File: src/rtl/uart_vga_pkg.sv
// Shared constants and state type for the UART bit-display RAM write side.
package uart_vga_pkg;

    localparam int unsigned UART_VGA_ROW_BYTES = 20;
    localparam int unsigned UART_VGA_ROWS      = 64;
    localparam int unsigned UART_VGA_RAM_BYTES = 1280;

    typedef enum logic {
        RUN   = 1'b0,
        CLEAR = 1'b1
    } uart_vga_wr_state_t;

    // Row start address: row*20 built from shifts so it stays adder-only.
    function automatic logic [10:0] row_base(input logic [5:0] row);
        logic [10:0] r;
        r = {5'b0, row};
        return (r << 4) + (r << 2);
    endfunction

endpackage

File: src/rtl/uart_vga_writer.sv
// UART byte stream to display-RAM write port, with row/screen cursor.
// Optional full-RAM zero fill is compiled in with UART_VGA_WRITER_CLEAR_EN.
module uart_vga_writer
    import uart_vga_pkg::*;
#(
    parameter int unsigned ROW_BYTES = UART_VGA_ROW_BYTES,
    parameter int unsigned ROWS      = UART_VGA_ROWS
) (
    input  logic        clk,
    input  logic        rst,
    input  logic [7:0]  in_data,
    input  logic        in_valid,
    input  logic        in_last,
    output logic        in_ready,
    input  logic        clear_req,
    output logic        busy,
    output logic [31:0] write_address,
    output logic [7:0]  ram_in,
    output logic        we,
    output logic [5:0]  cursor_row,
    output logic [4:0]  cursor_byte
);

    localparam logic [4:0] LAST_BYTE = 5'(ROW_BYTES - 1);
    localparam logic [5:0] LAST_ROW  = 6'(ROWS - 1);

    logic        accept;
    logic [10:0] cursor_addr;
    logic [5:0]  adv_row;
    logic [4:0]  adv_byte;

    logic        we_n;
    logic [7:0]  ram_in_n;
    logic [31:0] addr_n;
    logic [5:0]  row_n;
    logic [4:0]  byte_n;

    assign cursor_addr = row_base(cursor_row) + {6'b0, cursor_byte};

`ifdef UART_VGA_WRITER_CLEAR_EN
    localparam logic [10:0] SWEEP_END = 11'(UART_VGA_RAM_BYTES);

    uart_vga_wr_state_t state, state_n;
    logic [10:0]        sweep, sweep_n;

    assign in_ready = (state == RUN) && !clear_req;
    assign busy     = (state == CLEAR);
`else
    logic unused_clear_req;

    assign unused_clear_req = clear_req;
    assign in_ready         = 1'b1;
    assign busy             = 1'b0;
`endif

    assign accept = in_valid && in_ready;

    // Cursor position after an accepted byte; in_last forces the home position.
    always_comb begin
        adv_row  = cursor_row;
        adv_byte = cursor_byte;
        if (in_last) begin
            adv_row  = '0;
            adv_byte = '0;
        end else if (cursor_byte == LAST_BYTE) begin
            adv_byte = '0;
            adv_row  = (cursor_row == LAST_ROW) ? '0 : cursor_row + 6'd1;
        end else begin
            adv_byte = cursor_byte + 5'd1;
        end
    end

    // Next-state and next-output selection for byte writes and the clear sweep.
    always_comb begin
        we_n     = 1'b0;
        ram_in_n = ram_in;
        addr_n   = write_address;
        row_n    = cursor_row;
        byte_n   = cursor_byte;
`ifdef UART_VGA_WRITER_CLEAR_EN
        state_n  = state;
        sweep_n  = sweep;
`endif

        if (accept) begin
            we_n     = 1'b1;
            ram_in_n = in_data;
            addr_n   = {21'b0, cursor_addr};
            row_n    = adv_row;
            byte_n   = adv_byte;
        end

`ifdef UART_VGA_WRITER_CLEAR_EN
        // Entry from RUN already issues address 0, so the counter starts at 1;
        // after reset it starts at 0 with no write pending.
        case (state)
            RUN: begin
                if (clear_req) begin
                    state_n  = CLEAR;
                    we_n     = 1'b1;
                    ram_in_n = '0;
                    addr_n   = '0;
                    sweep_n  = 11'd1;
                end
            end
            CLEAR: begin
                if (sweep == SWEEP_END) begin
                    state_n = RUN;
                    row_n   = '0;
                    byte_n  = '0;
                end else begin
                    we_n     = 1'b1;
                    ram_in_n = '0;
                    addr_n   = {21'b0, sweep};
                    sweep_n  = sweep + 11'd1;
                end
            end
            default: state_n = RUN;
        endcase
`endif
    end

`ifdef UART_VGA_WRITER_CLEAR_EN
    // FSM state and sweep counter; reset restarts a full zero fill.
    always_ff @(posedge clk) begin
        if (rst) begin
            state <= CLEAR;
            sweep <= '0;
        end else begin
            state <= state_n;
            sweep <= sweep_n;
        end
    end
`endif

    // Registered RAM write port and cursor.
    always_ff @(posedge clk) begin
        if (rst) begin
            we            <= 1'b0;
            ram_in        <= '0;
            write_address <= '0;
            cursor_row    <= '0;
            cursor_byte   <= '0;
        end else begin
            we            <= we_n;
            ram_in        <= ram_in_n;
            write_address <= addr_n;
            cursor_row    <= row_n;
            cursor_byte   <= byte_n;
        end
    end

endmodule
File: config.mk
export PLATFORM = sky130hd
export DESIGN_NAME = uart_vga_writer
export DESIGN_NICKNAME = d
export VERILOG_FILES = /design/src/rtl/uart_vga_pkg.sv /design/src/rtl/uart_vga_writer.sv
export SDC_FILE = /design/constraint.sdc
export NUM_CORES = 1
export LEC_CHECK = 0
export ABC_AREA = 1
export CAP_MARGIN = 20
export CORE_MARGIN = 1.5
export CORE_UTILIZATION = 30
export DETAILED_ROUTE_END_ITERATION = 10
export SYNTH_ARGS = -nofsm -noshare
export SYNTH_HDL_FRONTEND = slang
export SYNTH_SLANG_ARGS = --single-unit
File: constraint.sdc
create_clock -name clk -period 2.05 [get_ports clk]
set_input_delay 0.41 -clock clk [delete_from_list [all_inputs] [get_ports clk]]
set_output_delay 0.41 -clock clk [all_outputs]
set_load 0.02 [all_outputs]
==> results.rst, run 1 <==
.. list-table::
   :header-rows: 1

   * - Metric
     - Value
   * - Buffers & Inverters on Critical Path
     - 2
   * - Remaining max-slew budget at the tightest pin
     - 0.6609
   * - Power density of the placed cells
     - 588.5 mW/mm2
   * - Cells traversed along the worst timing path
     - buf_4 > clkdlybuf4s50_1
   * - Hold Vio Cnt, Final
     - 0
   * - Sink Count
     - 31
   * - Worst path setup slack after routing
     - 174.8 ps
   * - Initial antenna violation count
     - 0
   * - Worst Path Max Fanout
     - 5
   * - Critical path launch point type
     - flip-flop
   * - Drt total wl
     - 4024 um
   * - GRT Util Overall
     - 0.1329
   * - Delay of the slowest cell on the worst path
     - 590 ps
   * - Most frequent cells in the layout
     - sky130_fd_sc_hd__nor2_1, sky130_fd_sc_hd__clkdlybuf4s50_1, sky130_fd_sc_hd__nand2_1
   * - Remaining global-route overflow
     - 0
   * - Sequential fraction of the synthesis area
     - 0.3349
   * - Final clock skew
     - 7.655 ps
   * - Cell at the slowest stage of the critical path
     - sky130_fd_sc_hd__clkdlybuf4s50_1
   * - Most common cell after layout, fill and taps aside
     - sky130_fd_sc_hd__nor2_1
   * - Worst setup path startpoint
     - cursor_row[3]$_SDFFE_PP0P_
   * - Number of nets still failing antenna checks after routing
     - 0
   * - Result of the run
     - complete, no violations
   * - Initial Util
     - 0.3111
   * - Fin crit period
     - 1875 ps
   * - Number of detailed-routing iterations run before antenna repair
     - 6
   * - Final total power
     - 0.001424 W
   * - Diodes inserted
     - 0
   * - Count of filler cells inserted in the layout
     - 648
   * - Largest cells by area after synthesis
     - sky130_fd_sc_hd__dfxtp_1, sky130_fd_sc_hd__buf_4, sky130_fd_sc_hd__nor2_1
   * - Arr. time, crit path
     - 1470 ps
   * - Die span in x
     - 81.59 um
   * - Maximum Capacitance Violations
     - 0
   * - Utilization of the core after routing
     - 0.4063
   * - Num CTS Buffers
     - 5
   * - F_max
     - 533.3 MHz
   * - Warnings, synthesis
     - 0
   * - Number of rows created at floorplan
     - 28
   * - Detailed-route via count
     - 1608
   * - Unrepaired setup endpoints after global routing
     - no
   * - Worst IR Drop VDD
     - 0.0004019 V
   * - Final nets
     - 327
   * - Hpwl dp
     - 2898 um
   * - Share of the synthesized area in the top cell type
     - 0.3349
   * - Sequential cell area in the final layout
     - 620.6 um2
   * - Endpoint type of the worst setup path
     - output pin
   * - Setup tns final
     - 0 ps
   * - Layout Area Growth over Synthesis
     - 30.59%
   * - Port Buffers
     - 42
   * - Launch point of the worst hold path
     - write_address[0]$_SDFFE_PP0P_
   * - Dpl ws
     - 120.8 ps
   * - DRC marker count from the first detailed-route iteration
     - 54
   * - Die span in y
     - 81.59 um
   * - Crit share post-route
     - 0.9148
   * - Data required, critical path
     - 1640 ps
   * - Num ports
     - 67
   * - #FFs+latches synth
     - 31
   * - Post-Syn Instances
     - 248
   * - Beginning of the worst register-to-register path
     - cursor_row[0]$_SDFFE_PP0P_
   * - Fraction of final layout cells sized beyond drive strength 1
     - 0.1200
   * - Global-route wire length before repair
     - 6734 um
   * - Detailed-route DRC error count
     - 0
   * - Clk Latency, worst-skew pair
     - 290 ps
   * - Number of levels the H-tree was split into
     - 2
   * - Worst hold-check path type
     - reg2reg
   * - Average via count per standard cell
     - 4.288
   * - Combined area of the multi-input logic cells
     - 997.2 um2
   * - Pin count of the biggest net entering global routing
     - 32
   * - Max Transition Viols Final
     - 0
   * - Final estimated routing congestion in global placement
     - 0.7900
   * - Core ar.
     - 0.005956 mm2
   * - Cell type with the largest total area after synthesis
     - sky130_fd_sc_hd__dfxtp_1
   * - Post-synthesis instance area
     - 0.001853 mm2
   * - Static leakage
     - 1.132 nW
   * - Transition time of the tightest slew-check pin
     - 508.1 ps
   * - Buffer levels on the longest clock path
     - 2
   * - Cell family contributing the most delay on the critical path
     - buffers and inverters
   * - Die ar.
     - 0.006657 mm2
   * - Avg Synthesized Cell Area
     - 7.472 um2
   * - Clock tree from TritonCTS
     - built
   * - Number of global-route vias before repair
     - 1475
   * - Count of cell types in the netlist
     - 28
   * - Routed wire length per instance
     - 10.73 um
   * - CTS clock-pin slew for the worst setup and hold paths
     - 70 ps
   * - Hold-fix buffers at CTS
     - 0
   * - Root Buffer Master
     - sky130_fd_sc_hd__clkbuf_8
   * - Endpoints failing setup
     - 0
   * - Critical path type
     - reg2out
-- power by group --
group / switching [W] / total, W / internal, W
clock network: 0.000245 / 0.000550 / 0.000305
registers: 0.0000133 / 0.000640 / 0.000627
logic: 0.000143 / 0.000234 / 0.0000912
total: 0.000401 / 0.00142 / 0.00102
-- final cells by class --
cell class / count / area share
repair buffers: 54 / 0.2161
clock buffers: 7 / 0.03981
clock inverters: 1 / 0.003102
inverters: 21 / 0.03361
flip-flops and latches: 31 / 0.2565
multi-input cells: 186 / 0.4121
well taps: 75 / 0.03878
-- stage by stage --
| step | cell area, um2 | hold slack [ps] | std cells |
|---|---|---|---|
| after floorplan | 1932 | 485.5 | 269 |
| after global placement | 2313 | 453.0 | 367 |
| after detailed placement | 2313 | 459.5 | 367 |
| after CTS | 2417 | 480.0 | 375 |
| after global routing | 2420 | 497.8 | 375 |
| final | 2420 | 473.0 | 375 |
-- synthesized netlist by cell type, drive strengths merged --
| library cell | number |
|---|---|
| a21oi | 14 |
| buf | 30 |
| clkbuf | 1 |
| conb | 2 |
| dfxtp | 31 |
| fa | 2 |
| ha | 13 |
| inv | 21 |
| nand2 | 46 |
| nand3 | 14 |
| nand3b | 1 |
| nand4 | 4 |
| nor2 | 46 |
| nor3 | 2 |
| o211ai | 2 |
| o21ai | 13 |
| o21bai | 1 |
| or2 | 1 |
| xor2 | 4 |
-- tightest hold or removal path: cells and delay by family (launching register included) --
family,cells,cell delay [ps]
DFF,1,310
and+or+nand+nor,1,60
AOI/OAI and AO/OA,1,50
-- cells by family after synthesis --
| kind of cell | after synthesis | synth area share |
|---|---|---|
| AO/OA/AOI/OAI | 30 | 0.09115 |
| XOR/XNOR | 4 | 0.01890 |
| adder cells (fa/ha/maj) | 15 | 0.1094 |
| buffers and inverters | 52 | 0.1708 |
| flip-flops | 31 | 0.3349 |
| other | 2 | 0.004053 |
| AND/OR/NAND/NOR | 114 | 0.2708 |
-- flip-flops by register name (all words and copies together) (netlist names) --
signal,cells
write_address,11
ram_in,8
cursor_row,6
cursor_byte,5
we,1
-- layer usage --
metal  routed length (um)  part of all wire  track usage  vias up
li1                     -                 -            -      844
met1                 1966              0.49       0.1818      704
met2                 1636              0.41       0.1835       55
met3                  356             0.088      0.05444        5
met4                   65             0.016      0.05254        0
met5                    0                 0            0        -
-- worst paths after layout --
check	to	slack, ps	depth (start not counted)
max	cursor_row[3]	170	2
min	write_address[0]$_SDFFE_PP0P_	470	2
max reg2reg	write_address[9]$_SDFFE_PP0P_	180	8
min reg2reg	write_address[0]$_SDFFE_PP0P_	470	2
-- repair_timing --
action	in CTS	in global routing
setup endpoints to repair	0	2
gates resized for setup	0	1
buffers inserted	0	0
Note: power is estimated with default switching activity, not from simulation.
==> run 2: changes to the inputs <==
--- a/config.mk
+++ b/config.mk
@@ -6,10 +6,12 @@
 export NUM_CORES = 1
 export LEC_CHECK = 0
 export ABC_AREA = 1
+export ABC_CLOCK_PERIOD_IN_PS = 2050
 export CAP_MARGIN = 20
 export CORE_MARGIN = 1.5
 export CORE_UTILIZATION = 30
 export DETAILED_ROUTE_END_ITERATION = 10
+export SKIP_CTS_REPAIR_TIMING = 1
 export SYNTH_ARGS = -nofsm -noshare
 export SYNTH_HDL_FRONTEND = slang
 export SYNTH_SLANG_ARGS = --single-unit
==> results of run 2 <==
No change in the layout: final DEF, timing and power equal those of run 1.
==> run 3: changes to the inputs <==
--- a/config.mk
+++ b/config.mk
@@ -8,7 +8,7 @@
 export ABC_AREA = 1
 export ABC_CLOCK_PERIOD_IN_PS = 2050
 export CAP_MARGIN = 20
-export CORE_MARGIN = 1.5
+export CORE_MARGIN = 8
 export CORE_UTILIZATION = 30
 export DETAILED_ROUTE_END_ITERATION = 10
 export SKIP_CTS_REPAIR_TIMING = 1
==> run 3 against run 2 <==
  * Clock power shrank 15%
  * Die area grew 34%
  * Wire length grew 11%
  * Via count grew 1.1%
  * Critical endpoint is now write_address[7]$_SDFFE_PP0P_
==> results.rst, run 3 (same netlist as run 1, synthesis figures left out) <==
.. list-table::
   :header-rows: 1

   * - Metric
     - Value
   * - Result of the run
     - complete, no violations
   * - Number of nets still failing antenna checks after routing
     - 0
   * - Root Buffer Master
     - sky130_fd_sc_hd__clkbuf_8
   * - Dpl ws
     - 82.81 ps
   * - Unrepaired setup endpoints after global routing
     - no
   * - End of the worst register-to-register path
     - write_address[7]$_SDFFE_PP0P_
   * - Number of rows created at floorplan
     - 28
   * - CTS clock-pin slew for the worst setup and hold paths
     - 70 ps
   * - Port Buffers
     - 42
   * - Count of filler cells inserted in the layout
     - 629
   * - Static leakage
     - 1.118 nW
   * - Worst setup path startpoint
     - cursor_byte[4]$_SDFFE_PP0P_
   * - Endpoint type of the worst setup path
     - flip-flop
   * - Drt total wl
     - 4462 um
   * - Sw Pwr
     - 0.0003878 W
   * - Transition time of the tightest slew-check pin
     - 528.6 ps
   * - Diodes inserted
     - 0
   * - Most frequent cells in the layout
     - sky130_fd_sc_hd__nor2_1, sky130_fd_sc_hd__clkdlybuf4s50_1, sky130_fd_sc_hd__nand2_1
   * - Final clock skew
     - 5.012 ps
   * - Fraction of final layout cells sized beyond drive strength 1
     - 0.1171
   * - Die span in y
     - 94.59 um
   * - Number of global-route vias before repair
     - 1598
   * - Global-route wire length before repair
     - 7693 um
   * - Worst hold-check path type
     - reg2reg
   * - Layout Area Growth over Synthesis
     - 29.24%
   * - Routed wire length per instance
     - 11.93 um
   * - Worst Reg-to-Reg Cells
     - 8
   * - Worst path setup slack after routing
     - 184.7 ps
   * - Detailed-route DRC error count
     - 0
   * - Number of flip-flops under the largest register name
     - 11
   * - Hold Vio Cnt, Final
     - 0
   * - Internal reg-to-reg setup slack
     - 180 ps
   * - Beginning of the worst register-to-register path
     - cursor_byte[4]$_SDFFE_PP0P_
   * - GRT Util Overall
     - 0.1083
   * - Die ar.
     - 0.008947 mm2
   * - Average via count per standard cell
     - 4.348
   * - Number of detailed-routing iterations run before antenna repair
     - 4
   * - Final estimated routing congestion in global placement
     - 0.7561
   * - Initial antenna violation count
     - 0
   * - Fin crit period
     - 1865 ps
   * - Clk Latency, worst-skew pair
     - 280 ps
   * - F_max
     - 536.1 MHz
   * - Comb pwr share
     - 0.176
   * - Endpoints failing setup
     - 0
   * - Die span in x
     - 94.59 um
   * - Final nets
     - 326
   * - Critical path type
     - reg2reg
   * - Biggest register
     - write_address
   * - DRC marker count from the first detailed-route iteration
     - 81
   * - Hpwl dp
     - 3428 um
   * - Pin count of the biggest net entering global routing
     - 32
   * - Design internal power
     - 0.0009549 W
   * - Max Transition Viols Final
     - 0
   * - Initial Util
     - 0.3111
   * - Launch point of the worst hold path
     - write_address[1]$_SDFFE_PP0P_
   * - Remaining max-slew budget at the tightest pin
     - 0.6472
   * - Core ar.
     - 0.005956 mm2
   * - Worst Path Max Fanout
     - 2
   * - Arr. time, crit path
     - 2040 ps
   * - Largest registers
     - write_address x11, ram_in x8, cursor_row x6
   * - Number of levels the H-tree was split into
     - 2
   * - Num ports
     - 67
   * - Worst hold path endpoint
     - write_address[1]$_SDFFE_PP0P_
   * - Crit share post-route
     - 0.9099
   * - Switching power as a share of total power
     - 0.2888
   * - Maximum Capacitance Violations
     - 0
   * - Power density of the placed cells
     - 560.7 mW/mm2
   * - Critical path launch point type
     - flip-flop
   * - Num CTS Buffers
     - 5
   * - Sink Count
     - 31
   * - Clock tree from TritonCTS
     - built
   * - Data required, critical path
     - 2230 ps
   * - Hold-critical path depth
     - 2
   * - Detailed-route via count
     - 1626
   * - Clock share of power
     - 0.348
   * - Sequential fraction of design power
     - 0.477
   * - Remaining global-route overflow
     - 0
   * - Worst IR Drop VDD
     - 0.0003659 V
   * - Buffer levels on the longest clock path
     - 2
   * - Setup tns final
     - 0 ps
   * - Most common cell after layout, fill and taps aside
     - sky130_fd_sc_hd__nor2_1
run 3: changes by cell type in the layout (fill, tap and decap cells not counted):
cell                       previous run  this run
sky130_fd_sc_hd__clkbuf_8             7         5
sky130_fd_sc_hd__clkinv_2             0         1
sky130_fd_sc_hd__buf_4               11        10
sky130_fd_sc_hd__clkbuf_1             0         1
sky130_fd_sc_hd__dfxtp_1             31        30
sky130_fd_sc_hd__dfxtp_2              0         1
run 3: per-layer routing:
layer  GRT usage  vias up  routed length [um]
met5           0        -                   0
met4     0.02731        0                  36
met3     0.06111        4                 598
met2      0.1680       55                1879
met1      0.1262      720                1948
li1            -      847                   -
run 3: worst max-delay path by stage:
stage	end	slack, ps	cells past startpoint
after floorplan	write_address[7]$_SDFFE_PP0P_	30	8
after global placement	write_address[7]$_SDFFE_PP0P_	110	9
after detailed placement	write_address[7]$_SDFFE_PP0P_	80	9
after CTS	write_address[7]$_SDFFE_PP0P_	80	9
after global routing	write_address[10]$_SDFFE_PP0P_	40	9
final	write_address[7]$_SDFFE_PP0P_	180	8
run 3: area by class of cell:
cell class	count	area, um2	share of cell area
clock buffers	6	72.57	0.03030
clock inverters	2	12.51	0.005225
inverters	21	81.33	0.03396
multi-input cells	186	997.2	0.4164
flip-flops and latches	31	621.8	0.2597
well taps	75	93.84	0.03918
repair buffers	53	515.5	0.2153
run 3: stage by stage:
stage / instance area [um2] / power [W] / hold slack, ps / instances / util
global placement: 2306 / 0.0008894 / 447.6 / 366 / 0.3872
global route: 2395 / 0.001409 / 492.5 / 374 / 0.4021
finish: 2395 / 0.001343 / 468.9 / 374 / 0.4021
floorplan: 1932 / 0.0008312 / 485.5 / 269 / -
detailed placement: 2306 / 0.0008901 / 456.7 / 366 / 0.3872
CTS: 2391 / 0.001367 / 474.7 / 374 / 0.4015
run 3: critical path, stage by stage (launching register included):
cell                       delay (ps)
sky130_fd_sc_hd__dfxtp_1          340
sky130_fd_sc_hd__fa_1             540
sky130_fd_sc_hd__fa_2             420
sky130_fd_sc_hd__nand3_1          120
sky130_fd_sc_hd__nand2_1           80
sky130_fd_sc_hd__nand2_1           70
sky130_fd_sc_hd__nand3_1           60
sky130_fd_sc_hd__o211ai_1          90
sky130_fd_sc_hd__inv_1             50
run 3: power by group through the flow:
stage / registers (W) / logic (W) / clock network, W
2_1_floorplan: 0.000682 / 0.000150 / 0
3_3_place_gp: 0.000653 / 0.000237 / 0
3_5_place_dp: 0.000653 / 0.000237 / 0
4_1_cts: 0.000640 / 0.000238 / 0.000489
5_1_grt: 0.000643 / 0.000261 / 0.000505
6_report: 0.000640 / 0.000236 / 0.000467
